`src/rtl/calc_pkg.sv`:
```
// Shared encodings for the calculator/seven-segment block: operators, FSM states,
// glyph codes and the active-low hex segment table.
package calc_pkg;

   typedef enum logic [1:0] {
      OpDiv = 2'b00,
      OpAdd = 2'b01,
      OpSub = 2'b10,
      OpMul = 2'b11
   } calc_op_e;

   typedef enum logic [2:0] {
      StIdle,
      StExec,
      StDivide,
      StConvert,
      StDone
   } calc_state_e;

   // Glyph codes 0..15 are hex digits; these two extend the code space.
   localparam logic [4:0] GlyphDash  = 5'd16;
   localparam logic [4:0] GlyphBlank = 5'd17;

   localparam logic [6:0] SegDash  = 7'b0111111;
   localparam logic [6:0] SegBlank = 7'b1111111;

   // {g,f,e,d,c,b,a}, active low, index 0 first
   localparam logic [0:15][6:0] HexSeg = {
      7'b1000000, 7'b1111001, 7'b0100100, 7'b0110000,
      7'b0011001, 7'b0010010, 7'b0000010, 7'b1111000,
      7'b0000000, 7'b0010000, 7'b0001000, 7'b0000011,
      7'b1000110, 7'b0100001, 7'b0000110, 7'b0001110
   };

   function automatic longint unsigned pow10(input int unsigned n);
      longint unsigned p;
      p = 64'd1;
      for (int unsigned i = 0; i < n; i++) p = p * 64'd10;
      return p;
   endfunction

endpackage

```
`src/rtl/seg7_glyph.sv`:
```
// Maps a 5-bit glyph code (hex digit, dash or blank) to active-low segments.
module seg7_glyph
   import calc_pkg::*;
(
   input  logic [4:0] glyph,
   output logic [6:0] seg
);

   always_comb begin
      seg = SegBlank;
      if (glyph < 5'd16) begin
         seg = HexSeg[glyph[3:0]];
      end else if (glyph == GlyphDash) begin
         seg = SegDash;
      end
   end

endmodule

```
`src/rtl/calc_seg_core.sv`:
```
// Sequential four-function calculator with double-dabble conversion and a
// multiplexed active-low seven-segment display of operands, sign and result.
module calc_seg_core
   import calc_pkg::*;
#(
   parameter int unsigned WIDTH      = 4,
   parameter int unsigned RES_DIGITS = 3,
   parameter int unsigned SCAN_DIV   = 16,
   localparam int unsigned OPD       = (WIDTH + 3) / 4,
   localparam int unsigned NPOS      = 2 * OPD + 1 + RES_DIGITS,
   localparam int unsigned RW        = 2 * WIDTH
) (
   input  logic             clk,
   input  logic             rst_n,
   input  logic [WIDTH-1:0] a,
   input  logic [WIDTH-1:0] b,
   input  logic [1:0]       operator,
   input  logic             start,
   output logic             busy,
   output logic             done,
   output logic             err,
   output logic [6:0]       wordout,
   output logic [NPOS-1:0]  segout
);

   localparam int unsigned CntW = $clog2(RW);
   localparam int unsigned PosW = $clog2(NPOS);
   localparam int unsigned BcdW = 4 * RES_DIGITS;
   localparam longint unsigned MaxVal  = (64'd1 << WIDTH) - 64'd1;
   localparam longint unsigned MaxProd = MaxVal * MaxVal;

   if (WIDTH < 2 || WIDTH > 16) begin : g_bad_width
      $error("calc_seg_core: WIDTH must be within 2..16");
   end
   if (pow10(RES_DIGITS) <= MaxProd) begin : g_bad_digits
      $error("calc_seg_core: RES_DIGITS too small for the largest product");
   end

   calc_state_e       state_q, state_d;
   calc_op_e          op_q, op_d;
   logic [CntW-1:0]   cnt_q, cnt_d;
   logic [WIDTH-1:0]  a_q, a_d, b_q, b_d, rem_q, rem_d;
   logic [RW-1:0]     res_q, res_d;
   logic [BcdW-1:0]   bcd_q, bcd_d, bcd_adj;
   logic              neg_q, neg_d, err_q, err_d;
   logic [WIDTH:0]    trial;
   logic [3:0]        dig;

   logic [WIDTH-1:0]  disp_a_q, disp_b_q;
   logic [BcdW-1:0]   disp_bcd_q;
   logic              disp_neg_q, disp_err_q, disp_valid_q;

   logic [SCAN_DIV-1:0] presc_q;
   logic [PosW-1:0]     pos_q;
   logic [4:0]          glyph;
   logic [4*OPD-1:0]    a_pad, b_pad;
   int unsigned         p;

   always_comb begin
      state_d = state_q;
      op_d    = op_q;
      cnt_d   = cnt_q;
      a_d     = a_q;
      b_d     = b_q;
      rem_d   = rem_q;
      res_d   = res_q;
      bcd_d   = bcd_q;
      neg_d   = neg_q;
      err_d   = err_q;
      trial   = '0;
      bcd_adj = '0;
      dig     = '0;
      unique case (state_q)
         StIdle: begin
            if (start) begin
               a_d     = a;
               b_d     = b;
               op_d    = calc_op_e'(operator);
               err_d   = 1'b0;
               state_d = StExec;
            end
         end
         StExec: begin
            cnt_d   = '0;
            rem_d   = '0;
            bcd_d   = '0;
            neg_d   = 1'b0;
            state_d = StConvert;
            unique case (op_q)
               OpAdd: res_d = {{WIDTH{1'b0}}, a_q} + {{WIDTH{1'b0}}, b_q};
               OpSub: begin
                  neg_d = (a_q < b_q);
                  res_d = (a_q < b_q) ? {{WIDTH{1'b0}}, b_q - a_q}
                                      : {{WIDTH{1'b0}}, a_q - b_q};
               end
               OpMul: res_d = {{WIDTH{1'b0}}, a_q} * {{WIDTH{1'b0}}, b_q};
               OpDiv: begin
                  if (b_q == '0) begin
                     err_d = 1'b1;
                     res_d = '0;
                  end else begin
                     // Dividend shifts out of res_q while quotient bits shift in.
                     res_d   = {{WIDTH{1'b0}}, a_q};
                     state_d = StDivide;
                  end
               end
            endcase
         end
         StDivide: begin
            trial = {rem_q, res_q[WIDTH-1]};
            if (trial >= {1'b0, b_q}) begin
               rem_d = trial[WIDTH-1:0] - b_q;
               res_d = {{WIDTH{1'b0}}, res_q[WIDTH-2:0], 1'b1};
            end else begin
               rem_d = trial[WIDTH-1:0];
               res_d = {{WIDTH{1'b0}}, res_q[WIDTH-2:0], 1'b0};
            end
            if (cnt_q == CntW'(WIDTH - 1)) begin
               cnt_d   = '0;
               state_d = StConvert;
            end else begin
               cnt_d = cnt_q + CntW'(1);
            end
         end
         StConvert: begin
            for (int i = 0; i < int'(RES_DIGITS); i++) begin
               dig = bcd_q[4*i +: 4];
               bcd_adj[4*i +: 4] = (dig >= 4'd5) ? dig + 4'd3 : dig;
            end
            bcd_d = BcdW'({bcd_adj, res_q[RW-1]});
            res_d = {res_q[RW-2:0], 1'b0};
            if (cnt_q == CntW'(RW - 1)) begin
               cnt_d   = '0;
               state_d = StDone;
            end else begin
               cnt_d = cnt_q + CntW'(1);
            end
         end
         StDone:  state_d = StIdle;
         default: state_d = StIdle;
      endcase
   end

   always_ff @(posedge clk or negedge rst_n) begin
      if (!rst_n) begin
         state_q <= StIdle;
         op_q    <= OpDiv;
         cnt_q   <= '0;
         a_q     <= '0;
         b_q     <= '0;
         rem_q   <= '0;
         res_q   <= '0;
         bcd_q   <= '0;
         neg_q   <= 1'b0;
         err_q   <= 1'b0;
      end else begin
         state_q <= state_d;
         op_q    <= op_d;
         cnt_q   <= cnt_d;
         a_q     <= a_d;
         b_q     <= b_d;
         rem_q   <= rem_d;
         res_q   <= res_d;
         bcd_q   <= bcd_d;
         neg_q   <= neg_d;
         err_q   <= err_d;
      end
   end

   always_ff @(posedge clk or negedge rst_n) begin
      if (!rst_n) begin
         disp_a_q     <= '0;
         disp_b_q     <= '0;
         disp_bcd_q   <= '0;
         disp_neg_q   <= 1'b0;
         disp_err_q   <= 1'b0;
         disp_valid_q <= 1'b0;
      end else if (state_q == StDone) begin
         disp_a_q     <= a_q;
         disp_b_q     <= b_q;
         disp_bcd_q   <= bcd_q;
         disp_neg_q   <= neg_q;
         disp_err_q   <= err_q;
         disp_valid_q <= 1'b1;
      end
   end

   always_ff @(posedge clk or negedge rst_n) begin
      if (!rst_n) begin
         presc_q <= '0;
         pos_q   <= '0;
      end else begin
         presc_q <= presc_q + SCAN_DIV'(1);
         if (&presc_q) begin
            pos_q <= (pos_q == PosW'(NPOS - 1)) ? '0 : pos_q + PosW'(1);
         end
      end
   end

   assign busy  = (state_q != StIdle);
   assign done  = (state_q == StDone);
   assign err   = err_q;
   assign a_pad = (4 * OPD)'(disp_a_q);
   assign b_pad = (4 * OPD)'(disp_b_q);
   assign p     = int'(pos_q);

   always_comb begin
      glyph = GlyphBlank;
      if (disp_valid_q) begin
         if (p < OPD) begin
            glyph = {1'b0, a_pad[4*(OPD-1-p) +: 4]};
         end else if (p < 2 * OPD) begin
            glyph = {1'b0, b_pad[4*(2*OPD-1-p) +: 4]};
         end else if (p == 2 * OPD) begin
            glyph = (disp_neg_q && !disp_err_q) ? GlyphDash : GlyphBlank;
         end else if (disp_err_q) begin
            glyph = GlyphDash;
         end else begin
            glyph = {1'b0, disp_bcd_q[4*(NPOS-1-p) +: 4]};
         end
      end
   end

   seg7_glyph u_glyph (
      .glyph (glyph),
      .seg   (wordout)
   );

   assign segout = ~(NPOS'(1) << pos_q);

endmodule

```
`config.mk`:
```
export PLATFORM = sky130hd
export DESIGN_NAME = calc_seg_core
export DESIGN_NICKNAME = d
export VERILOG_FILES = /design/src/rtl/calc_pkg.sv /design/src/rtl/seg7_glyph.sv /design/src/rtl/calc_seg_core.sv
export SDC_FILE = /design/constraint.sdc
export NUM_CORES = 1
export LEC_CHECK = 0
export CAP_MARGIN = 10
export CORE_AREA = 5 5 111 113
export CTS_CLUSTER_DIAMETER = 50
export DETAILED_ROUTE_END_ITERATION = 10
export DIE_AREA = 0 0 116 118
export GPL_ROUTABILITY_DRIVEN = 0
export PLACE_DENSITY = 0.72
export SYNTH_ARGS = -nofsm -noshare
export SYNTH_HDL_FRONTEND = slang
export SYNTH_SLANG_ARGS = --single-unit
```
`constraint.sdc`:
```
create_clock -name clk -period 4.44 [get_ports clk]
set_clock_uncertainty 0.15 [all_clocks]
set_input_delay 1.11 -clock clk [delete_from_list [all_inputs] [get_ports clk]]
set_output_delay 1.11 -clock clk [all_outputs]
set_load 0.02 [all_outputs]
```
### Yosys cells after proc, flatten, opt, wreduce, memory -nomap -nowiden

Memory sizes are Yosys's and may differ from the RTL's.
Index checks and enable logic that the tools add are counted.
Widths: inputs -> output; s select.

| operators by class | value |
|---|---|
| add/sub/neg operators | 13 |
| multiply operators | 1 |
| magnitude comparators | 9 |
| equal/unequal tests | 17 |
| shifts and indexed selects | 4 |
| multiplexer cells | 36 |
| bitwise gates (word level) | 2 |
| reduce and logical (&&, ||, !) cells | 14 |

Operator list:

| operator | number |
|---|---|
| $shiftx 4x33->4 | 2 |
| $shiftx 12x33->4 | 1 |
| $pmux 8 s4 | 1 |
| $mux 7 | 4 |
| $mux 5 | 5 |
| $pmux 12 s2 | 1 |
| $pmux 8 s3 | 1 |
| $mux 3 | 7 |
| $mux 4 | 5 |
| $add 16x1->16 const B | 1 |
| $reduce_and 16->1 | 1 |
| $eq 3x2->1 const B | 4 |
| $ge 4x3->1 const B | 3 |
| $pmux 3 s4 | 1 |
| $sub 4x4->4 | 3 |
| $ne 2x2->1 const B | 5 |
| $eq 3x3->1 const B | 3 |
| $pmux 3 s3 | 1 |
| $add 4x2->4 const B | 2 |
| $mul 4x4->8 | 1 |
| $mux 1 | 8 |
| $pmux 4 s2 | 1 |
| $sub 1x3->4 const A | 2 |
| $add 3x1->3 const B | 2 |
| other kinds (27) | 31 |

| storage, ports and cells | value |
|---|---|
| register bits | 84 |
| memory bits (read-only) | 112 |
| input port bits | 13 |
| output and inout bits | 16 |
| memories kept | 1 |

Memory list:

| memory | depth | width | rd ports | clocked after Yosys merged registers in | write ports | RTL line | source |
|---|---|---|---|---|---|---|---|
| (name not given) | 16 | 7 | 1 | 0 | 0 | seg7_glyph.sv:12 | `seg = HexSeg[glyph[3:0]];` |

### Depth between registers and ports, before layout

Gate-level depths: netlist of the first run.

| depth | value |
|---|---|
| depth after elaboration | 12 |
| gate-level depth with buffers | 12 |
| gate-level depth less buffers | 12 |

### Modules after synthesis

Synthesis of the first run repeated with hierarchy kept, for this count alone.

| unflattened totals | value |
|---|---|
| cell total of the unflattened synthesis | 562 |
| area total of the unflattened synthesis | 5484.0 um^2 |

Modules (own cells, without submodules):

| module | times used | cells each | area an instance (um^2) | sequential area each (um^2) |
|---|---|---|---|---|
| calc_seg_core | 1 | 521 | 5190.0 | 2102.0 |
| seg7_glyph | 1 | 41 | 294.0 | 0.0 |

### Worst setup path before layout of the first run

Ideal clock, no wire load.

| path | value |
|---|---|
| kind | register -> output |
| from | reg pos_q[1] |
| to | out wordout[2] |
| arrival | 2.661 ns |
| setup slack | 0.519 ns |
| stages on the path, launching flop included | 12 |
| buffers on the path | 1 |
| path through | dfrtp_1 buf_2 inv_1 ha_1 nor4b_2 and3_1 a222oi_1 inv_1 ha_1 inv_1 nor2_1 a211o_1 |

| between the ends | value |
|---|---|
| word-level cells in the longest chain between the ends | 12 |
| elaborated cells on any way between the ends | 20 |
| those cells by class | 3 x add/sub; 3 x order compare; 1 x eq/ne; 3 x shift; 8 x mux; 1 x bitwise; 1 x memory |

RTL lines:

| what | RTL line | source |
|---|---|---|
| start, declared | calc_seg_core.sv:54 | `logic [PosW-1:0] pos_q;` |
| start signal, assigned | calc_seg_core.sv:195 | `pos_q <= (pos_q == PosW'(NPOS - 1)) ? '0 : pos_q + PosW'(1);` |
| $sub 3x3->4 | calc_seg_core.sv:219 | `glyph = {1'b0, disp_bcd_q[4*(NPOS-1-p) +: 4]};` |
| $shiftx 12x33->4 | calc_seg_core.sv:219 |  |
| $mux 5 | calc_seg_core.sv:216 | `end else if (disp_err_q) begin` |
| $mux 5 | calc_seg_core.sv:214 | `end else if (p == 2 * OPD) begin` |
| $mux 5 | calc_seg_core.sv:212 | `end else if (p < 2 * OPD) begin` |
| $mux 5 * | calc_seg_core.sv:210 | `if (p < OPD) begin` |
| $mux 5 * | calc_seg_core.sv:209 | `if (disp_valid_q) begin` |
| $not 4->5 (not written as such) | seg7_glyph.sv:12 |  |
| $mem_v2 16x7 | - |  |
| $mux 7 (not written as such) (2 in series) | seg7_glyph.sv:12 |  |
| $mux 7 * | seg7_glyph.sv:11 | `if (glyph < 5'd16) begin` |
| end, declared | calc_seg_core.sv:22 | `output logic [6:0] wordout,` |

Every way passes the cells marked *; elsewhere a longest branch is shown, timed or not. The select of a mux whose other input is x is not followed.

### Final worst setup path of the first run

| path | value |
|---|---|
| from | reg pos_q[2] |
| to | out wordout[4] |

The elaborated chain is that of the path after synthesis.

==> results of run 1 <==
[cell type report]
| class | count | share of cell area (%) |
|---|---|---|
| multi-input combinational | 408 | 50.20 |
| sequential | 84 | 33.96 |
| timing repair buffer | 37 | 5.434 |
| clock buffer | 10 | 3.859 |
| tap | 143 | 2.889 |
| inverter | 41 | 2.525 |
| clock inverter | 6 | 1.131 |
[worst min path at each step]
| stage | from | slack, ps | end |
|---|---|---|---|
| final | presc_q[15]$_DFF_PN0_ | 320 | presc_q[15]$_DFF_PN0_ |
| after floorplan | presc_q[11]$_DFF_PN0_ | 280 | presc_q[11]$_DFF_PN0_ |
| after CTS | presc_q[15]$_DFF_PN0_ | 320 | presc_q[15]$_DFF_PN0_ |
| after global routing | presc_q[15]$_DFF_PN0_ | 350 | presc_q[15]$_DFF_PN0_ |
| after detailed placement | presc_q[15]$_DFF_PN0_ | 310 | presc_q[15]$_DFF_PN0_ |
| after global placement | presc_q[11]$_DFF_PN0_ | 300 | presc_q[11]$_DFF_PN0_ |
[metal layers]
metal	global-route usage, %	part of all wire [%]
met5	0	0
met4	6.889	2.0
met3	3.702	4.1
met2	28.63	47
met1	25.18	47
[state kept, by name, indices dropped and copies added (netlist names), 3 cells and up]
register and cells:
presc_q 16, bcd_q 12, disp_bcd_q 12, res_q 8, a_pad 4, a_q 4
b_pad 4, b_q 4, rem_q 4, cnt_q 3, pos_q 3, state_q 3
[synth_stat cells, drive strengths merged, types with 8 or more instances]
master and instances:
nor2b 9, inv 41, dfrtp 84, a21oi 25, mux2i 13, o21ai 37, nand2b 10, ha 52
fa 8, xnor2 21, clkbuf 16, mux2 26, nor2 41, and3 9, nand2 55, buf 8
xor2 8
[repair_timing]
action | CTS | global route
pin swaps | 0 | 0
setup endpoints to repair | 7 | 5
buffers inserted | 0 | 1
gates resized for setup | 12 | 3
[logic make-up (layout without fill, tap and decap cells)]
kind of cell	after synthesis	in the layout	synth area share (%)
DFF	84	84	38.51
adders and majority gates	60	60	14.86
xor gates and xnor gates	29	29	4.654
muxes	40	40	8.161
and+or+nand+nor	158	158	14.12
AOI/OAI and AO/OA	121	121	14.83
buffers and inverters	65	94	4.860
[placed cells by master (no fill, tap or decap), types with 13 or more instances in the layout]
cell	synthesis	final
mux2i_1	13	13
nand2_1	55	55
dfrtp_1	84	83
mux2_1	16	16
a21oi_1	24	24
xnor2_1	21	21
nor2_1	40	40
o21ai_0	21	21
clkdlybuf4s50_1	0	20
inv_1	39	37
o21ai_1	16	16
ha_1	52	52
[per-stage QoR]
step	worst slack [ps]	util, %	power [uW]	area [um^2]
global route	3.506	55.18	4420	6193
global placement	279.5	52.24	3223	5863
CTS	132.8	55.07	4092	6181
detailed placement	156.5	52.24	3319	5863
finish	130.1	55.18	4078	6193
floorplan	519.4	-	2774	5458
[power groups by stage]
stage,combinational [uW],sequential [uW],clock (uW)
after floorplan,1670,1110,0
after global placement,1960,1260,0
after detailed placement,2040,1280,0
after CTS,2050,1270,779
after global routing,2310,1300,811
final,2050,1270,759
==> metrics.md, run 1 <==
| Metric | Value |
|---|---|
| Min-Delay Path Depth | 1 |
| Worst VDD drop | just under 0.5 mV |
| Power density over cell area | approximately 660 nW/um^2 |
| # nets final | approximately 650 |
| Core area | 11,220 um^2 |
| Vias | 4,119 |
| Grt ovf | 0 |
| Avg Inst Size Synth | 9.798 um^2 |
| Number of endpoints failing setup at the final stage | 0 |
| CP top delay family | compound AO/OA/AOI/OAI gates |
| Syn nets | between 600 and 700 |
| Starting DRT DRC Count | roughly 230 |
| Initial antenna violation count | 0 |
| Placed Cells | just over 700 |
| CTS max path bufs | 2 |
| Startpoint types | flop |
| WP depth | 12 |
| CTS hold repair buffers | 0 |
| Crit path to | wordout[4] |
| FF-to-FF End | res_q[7]$_DFFE_PN0P_ |
| Hold Fails Final Rpt | 0 |
| Fill cell count | between 1,000 and 1,500 |
| Yosys top cell area share | approximately two fifths |
| Area of the multi-input gates | 3109 um^2 |
| YS warnings | 0 |
| WP data required | ~3200 ps |
| Post-Syn Area | around 5500 um^2 |
| Synth area leaders | dfrtp_1 (39%), ha_1 (12%), nand2_1 (3.8%), xnor2_1 (3.4%), mux2_1 (3.3%) |
| #FFs+latches synth | 84 |
| Peak Freq | 232.0 MHz |
| Post-synth ARST share | 100.0% |
| Worst Reg-to-Reg Cells | 11 |
| Crit path top cell by count | ha_1 |
| Critical Path AT | 3050 ps |
| Switching portion of total power | between 40% and 50% |
| Area growth, synth to finish | 13.48% |
| Die Ht | around 120 um |
| First-pass GRT wire length | between 20,000 and 25,000 um |
| Skew-Pair Late Insertion Delay | 340 ps |
| Max Slew Vio Count | 0 |
| R2R setup slack | about 1000 ps |
| Initial Utilization | around 49% |
| Sequential Area | around 2100 um^2 |
| Logic pwr share | about half |
| CP max-delay cell | dfrtp_1 |
| Worst slew pin tran | 1043 ps |
| Sequential share of power | roughly 31% |
| Largest net degree at the start of global routing | 85 |
| Hpwl dp | ~8700 um |
| Share of cells above drive strength 1 | slightly below 9% |
| H-tree depth | 3 |
| Remaining routing DRC violations | 0 |
| Vias in the first global route | around 4,200 |
| Clock slew at reported path FFs | 70 ps |
| Synth Instances | 557 |
| Die area | 13,690 um^2 |
| Status | completed |
| Sequential-to-total area share from yosys stat | 38.51% |
| CP peak stage delay | 390 ps |
| Number of port buffers | 28 |
| Fin cells | around 730 |
| # rows | 39 |
| Clock Sinks | 84 |
| Worst Path Max Fanout | 7 |
| CTS Buf Count | 9 |
| Max_slew headroom | between 30% and 40% |
| Overall die width | approximately 120 um |
| Main synth FF type | dfrtp_1 |
| Final worst path period share | 97.07% |
| Setup Total Neg Slack | 0 ps |
| Vias per cell | around 5.7 |
| Hold WC Path Type | flop to flop |
| P_leak | approximately 0.0029 uW |
| Total Wirelength | between 10,000 and 15,000 um |
| Root buffer cell | clkbuf_16 |
| Ant diodes | 0 |
| Final Hold Slack | between 300 and 400 ps |
| DR pass1 iterations | 5 |
| Max cap viols | 0 |
| RSZ-0062 raised after global routing | no |
| Crit end category | primary output |
| Biggest area consumer among synthesized cells | dfrtp_1 |
| Routed Antenna Nets | 0 |
| Post-synth EDFFs | 0 |
| GRT Util Overall | 18.40% |
| Power Internal | about 2300 uW |
| Origin of the worst setup path | pos_q[2]$_DFFE_PN0P_ |
| Distinct cells, synth | 65 |
| Per-cell routed wire length | roughly 16 um |
| WP buf/inv | 3 |
| Clock share of power | between 10% and 20% |
| CTS tree | built |
| Reg2reg start | a_q[1]$_DFFE_PN0P_ |
| Crit-path cells | inv_2, ha_1, nor2b_2, nor4b_4, a221oi_1, o211a_2, inv_1, ha_1, nand2_1, o21ai_1, a211o_1, dlygate4sd2_1 |
| Sw Pwr | 1775 uW |
| I/O pin count | 29 |
| Critical path class | flop to primary output |
| Min Tclk post-route | between 4000 and 5000 ps |
Note: power is estimated with default switching activity, not from simulation.
==> inputs of run 2 (changes only) <==
--- a/config.mk
+++ b/config.mk
@@ -5,6 +5,7 @@
 export SDC_FILE = /design/constraint.sdc
 export NUM_CORES = 1
 export LEC_CHECK = 0
+export ABC_CLOCK_PERIOD_IN_PS = 4440
 export CAP_MARGIN = 10
 export CORE_AREA = 5 5 111 113
 export CTS_CLUSTER_DIAMETER = 50
==> results of run 2 <==
No change in the layout: final DEF, timing and power equal those of run 1.
